File: config.mk
export PLATFORM = sky130hd
export DESIGN_NAME = mem_access_seq
export DESIGN_NICKNAME = d
export VERILOG_FILES = /design/src/rtl/mem_access_seq.sv
export SDC_FILE = /design/constraint.sdc
export NUM_CORES = 1
export LEC_CHECK = 0
export BUFFER_PORTS_ARGS = -buffer_cell sky130_fd_sc_hd__buf_2
export CAP_MARGIN = 0
export CELL_PAD_IN_SITES_DETAIL_PLACEMENT = 0
export CELL_PAD_IN_SITES_GLOBAL_PLACEMENT = 2
export CORE_UTILIZATION = 25
export DETAILED_ROUTE_END_ITERATION = 6
export PLACE_DENSITY = 0.74
export SYNTH_ARGS = -nofsm -noshare
export SYNTH_HDL_FRONTEND = slang
export SYNTH_SLANG_ARGS = --single-unit
File: constraint.sdc
create_clock -name clock -period 1.5 [get_ports clock]
set_input_delay 0.15 -clock clock [delete_from_list [all_inputs] [get_ports clock]]
set_output_delay 0.15 -clock clock [all_outputs]
set_load 0.05 [all_outputs]
File: src/rtl/mem_access_seq.sv
// mem_access_seq: sequencer for the LC3 memory-access stage.
// Takes one load/store request from execute, walks it through the indirect
// pointer, read and write phases (each held MEM_LAT cycles), then pulses done.
module mem_access_seq #(
   parameter int MEM_LAT = 1
) (
   input  logic        clock,
   input  logic        reset,
   input  logic        req_valid,
   output logic        req_ready,
   input  logic [2:0]  req_op,
   input  logic [15:0] req_addr,
   input  logic [15:0] req_data,
   output logic [1:0]  mem_state,
   output logic        m_control,
   output logic [15:0] m_addr,
   output logic [15:0] m_data,
   input  logic [15:0] memout,
   output logic        done,
   output logic [15:0] ld_data,
   output logic        err
);

   typedef enum logic [2:0] {
      OP_LD  = 3'd0,
      OP_LDR = 3'd1,
      OP_LDI = 3'd2,
      OP_ST  = 3'd3,
      OP_STR = 3'd4,
      OP_STI = 3'd5
   } op_t;

   typedef enum logic [2:0] {
      S_IDLE,
      S_IND,
      S_RD,
      S_WR,
      S_DONE
   } state_t;

   localparam logic [1:0] MS_READ = 2'd0;
   localparam logic [1:0] MS_IND  = 2'd1;
   localparam logic [1:0] MS_WRITE = 2'd2;
   localparam logic [1:0] MS_IDLE = 2'd3;

   localparam int CW = (MEM_LAT > 1) ? $clog2(MEM_LAT + 1) : 1;
   localparam logic [CW-1:0] CNT_LAST = CW'(MEM_LAT - 1);

   state_t        state;
   state_t        next_state;
   logic [CW-1:0] cnt;
   logic [2:0]    op_q;
   logic [15:0]   addr_q;
   logic [15:0]   data_q;
   logic [15:0]   ptr_q;
   logic          last;
   logic          is_ind;
   logic          is_bad;
   logic          in_phase;
   logic [15:0]   eff_addr;

   assign last     = (cnt == CNT_LAST);
   assign is_ind   = (op_q == OP_LDI) || (op_q == OP_STI);
   assign is_bad   = op_q[2] & op_q[1];
   assign in_phase = (state == S_IND) || (state == S_RD) || (state == S_WR);
   assign eff_addr = is_ind ? ptr_q : addr_q;

   // State register; reset aborts any phase and returns to IDLE.
   always_ff @(posedge clock) begin
      if (reset) begin
         state <= S_IDLE;
      end else begin
         state <= next_state;
      end
   end

   // Next-state decode: accept routes by opcode, phases advance on their last cycle.
   always_comb begin
      next_state = state;
      case (state)
         S_IDLE: begin
            if (req_valid) begin
               case (req_op)
                  OP_LD, OP_LDR:  next_state = S_RD;
                  OP_LDI, OP_STI: next_state = S_IND;
                  OP_ST, OP_STR:  next_state = S_WR;
                  default:        next_state = S_DONE;
               endcase
            end
         end
         S_IND: begin
            if (last) begin
               next_state = (op_q == OP_LDI) ? S_RD : S_WR;
            end
         end
         S_RD: begin
            if (last) begin
               next_state = S_DONE;
            end
         end
         S_WR: begin
            if (last) begin
               next_state = S_DONE;
            end
         end
         S_DONE: begin
            next_state = S_IDLE;
         end
         default: begin
            next_state = S_IDLE;
         end
      endcase
   end

   // Request capture, phase counter, pointer and load-result registers.
   always_ff @(posedge clock) begin
      if (reset) begin
         cnt     <= '0;
         op_q    <= '0;
         addr_q  <= '0;
         data_q  <= '0;
         ptr_q   <= '0;
         ld_data <= '0;
      end else begin
         if (state == S_IDLE && req_valid) begin
            op_q   <= req_op;
            addr_q <= req_addr;
            data_q <= req_data;
         end
         if (in_phase && !last) begin
            cnt <= cnt + 1'b1;
         end else begin
            cnt <= '0;
         end
         if (state == S_IND && last) begin
            ptr_q <= memout;
         end
         if (state == S_RD && last) begin
            ld_data <= memout;
         end
      end
   end

   // Output decode: memory controls are a pure function of the current phase.
   always_comb begin
      req_ready = 1'b0;
      mem_state = MS_IDLE;
      m_control = 1'b0;
      m_addr    = '0;
      m_data    = '0;
      done      = 1'b0;
      err       = 1'b0;
      case (state)
         S_IDLE: begin
            req_ready = 1'b1;
         end
         S_IND: begin
            mem_state = MS_IND;
            m_addr    = addr_q;
         end
         S_RD: begin
            mem_state = MS_READ;
            m_control = is_ind;
            m_addr    = eff_addr;
         end
         S_WR: begin
            mem_state = MS_WRITE;
            m_control = is_ind;
            m_addr    = eff_addr;
            m_data    = data_q;
         end
         S_DONE: begin
            done = 1'b1;
            err  = is_bad;
         end
         default: begin
            mem_state = MS_IDLE;
         end
      endcase
   end

endmodule

==> metrics.md <==
| Metric | Value |
|---|---|
| Number of flops mapped to enable cells by yosys | 0 |
| Startpoint Class | register |
| DP Cell Count | 669 |
| # rows | 40 |
| Die area | 13100 um^2 |
| Final Cell Area | 5640 um^2 |
| Total GRT Usage | 0.165 |
| Clock transition at the registers of the reported paths | 60 ps |
| Syn Nets | 444 |
| Yosys warns | 0 |
| Yosys reg bits | 71 |
| Pleak | 2.41 nW |
| Final Skew | 11.3 ps |
| # H-tree levels | 3 |
| Vias in the first global route | 3212 |
| Largest net degree at the start of global routing | 37 |
| Finished Layout Cells | 702 |
| Fill count | 1197 |
| Final setup fails | 70 |
| Core area | 12200 um^2 |
| Cell area after synthesis | 3160 um^2 |
| Share of layout cells above drive strength 1 | 0.620 |
| Multi-input gate area | 2150 um^2 |
| RSZ-0062 raised after global routing | yes |
| Final hold vios | 0 |
| Pwr per Cell Area | 1150 nW/um^2 |
| Initial Util | 0.260 |
| DRC violations left | 0 |
| Initial antenna violation count | 0 |
| RePlAce Congestion | 0.785 |
| Post-synthesis async set-or-reset flop share | 0 |
| Antenna cells | 0 |
| Fin worst setup slack | -412 ps |
| Max_cap viols | 0 |
| Fmax | 0.523 GHz |
| Main flop type after synthesis | dfxtp_1 |
| First-pass DRT Iterations | 4 |
| Synth cell types | 32 |
| Failing checks | negative setup slack |
| Remaining global-route overflow | 0 |
| Final Critical Period | 1910 ps |
| CTS tree | done |
| Die Width | 114 um |
| Gate Count Post-Synth | 389 |
| Sequential area share after synthesis | 0.450 |
| Die height | 114 um |
| Worst r2r src | state[1]$_SDFFE_PP0P_ |
| Clk_lat worst skew | 330 ps |
| Post-DP Area | 4150 um^2 |
| CP required | 1350 ps |
| Hold Slack | 73.0 ps |
| Port bufs | 107 |
| Wire per inst | 15.5 um |
| TritonCTS buffer count | 9 |
| Status | finished, violations left |
| Post-DP HPWL | 7150 um |
| Syn Area/Cell | 8.12 um^2 |
| Routed vias | 3241 |
| Power, Total | 6.47 mW |
| CTS max path bufs | 2 |
| Util after Layout | 0.464 |
| First-pass GRT wire length | 16700 um |
| Slew Limit Fails | 0 |
| Worst vdd ir | 0.551 mV |
| Crit Path Class | reg2out |
| Critical path peak fanout | 13 |
| Sequential Area | 1440 um^2 |
| Critical Path Source | op_q[0]$_SDFFE_PP0P_ |
| Iter 0 DRT Violations | 122 |
| Final net count | 584 |
| Setup crit end kind | output pin |
| Vias per std cell | 4.62 |
| Boundary pin count | 108 |
| Clk sinks | 71 |
| Worst min path class | in2reg |
| Remaining antenna violation count | 0 |
| Area Growth Syn to Fin | 78.5% |
| Root buffer cell | clkbuf_16 |
| Hold path startpoint | memout[13] |
| Tcrit/Tclk final | 1.27 |
| WP data arrival | 1760 ps |
| Total Wirelength | 10900 um |
==> where the power goes <==
| part | internal (mW) | leakage [nW] | switching [mW] |
|---|---|---|---|
| sequential | 2.06 | 0.582 | 0.197 |
| combinational | 0.978 | 1.69 | 1.11 |
| clock | 1.30 | 0.139 | 0.836 |
| total | 4.33 | 2.41 | 2.14 |
==> area by class of cell <==
cell class,count,area share
Sequential cell,71,0.255
Multi-Input combinational cell,286,0.382
Inverter,1,0.000666
Tap cell,168,0.0373
Timing Repair Buffer,160,0.273
Clock inverter,6,0.0120
Clock buffer,10,0.0406
==> synthesized netlist by cell type (all sizes together), types with 2 or more instances <==
cell type,n,area (um^2)
buf,17,130
and2,17,106
a21o,16,120
clkbuf,14,52.6
nor4b,3,71.3
o21ai,2,10.0
nand2,137,514
or3b,2,17.5
or4b,3,30.0
a32o,15,150
nor2,6,22.5
a21oi,71,385
dfxtp,71,1420
==> worst paths after layout <==
path	endpoint	slack (ps)	cells past startpoint
worst min register to register	ld_data[10]$_SDFFE_PP0P_	450	2
worst min-delay path	ld_data[13]$_SDFFE_PP0P_	70	3
worst max register to register	data_q[11]$_SDFFE_PP0P_	-250	7
worst max-delay path	m_addr[13]	-410	5
==> per-layer routing <==
layer  part of all wire  vias up  GRT usage
li1                   -     1609          -
met1               0.46     1554      0.215
met2               0.49       74      0.275
met3              0.044        4     0.0445
met4             0.0049        0     0.0312
met5                  0        -          0
==> timing repair <==
item | 4_1_cts | 5_1_grt
buffers inserted | 6 | 9
endpoints found under the setup margin | 98 | 92
pin swaps | 66 | 43
cloned | 5 | 3
hold buffers | 0 | 0
gates resized for setup | 192 | 96
==> flip-flops by register name, summed over array words and instances, names as in the netlist <==
register	cells
addr_q	16
data_q	16
ld_data	16
ptr_q	16
op_q	3
state	3
cnt	1
==> metrics by stage <==
step / TNS [ps] / setup WS, ps
after global placement: -5590 / -136
after global routing: -18800 / -472
final: -15550 / -412
after floorplan: -1510 / -257
after CTS: -15250 / -413
after detailed placement: -5140 / -175
==> critical path: stages, from the launching register on <==
cell	delay, ps
dfxtp_2	340
or3b_4	420
a21oi_4	190
buf_12	160
a32o_2	150
buf_6	160
==> logic make-up after synthesis <==
kind of cell / share of synthesized area
other: 0.00119
and+or+nand+nor: 0.258
muxes: 0.00317
AOI/OAI and AO/OA: 0.225
DFF: 0.450
adders and majority gates: 0.00396
buffers and inverters: 0.0590
==> layout by cell type (no fill, tap or decap), types with 3 or more instances in the layout <==
master	netlist	layout
nand2_1	137	83
buf_2	8	71
dfxtp_1	71	65
a21oi_2	5	46
nand2_4	0	38
buf_6	6	30
a21oi_1	65	24
buf_4	3	21
buf_8	0	19
and2_4	0	17
a21o_1	16	16
nand2_2	0	16
buf_12	0	16
a32o_2	0	15
clkbuf_16	0	10
nor2_4	0	3
nor4b_4	3	3
or4b_4	0	3
nor2_1	6	3
dfxtp_2	0	3
dfxtp_4	0	3
No activity file was read; power rests on OpenSTA's default activity.
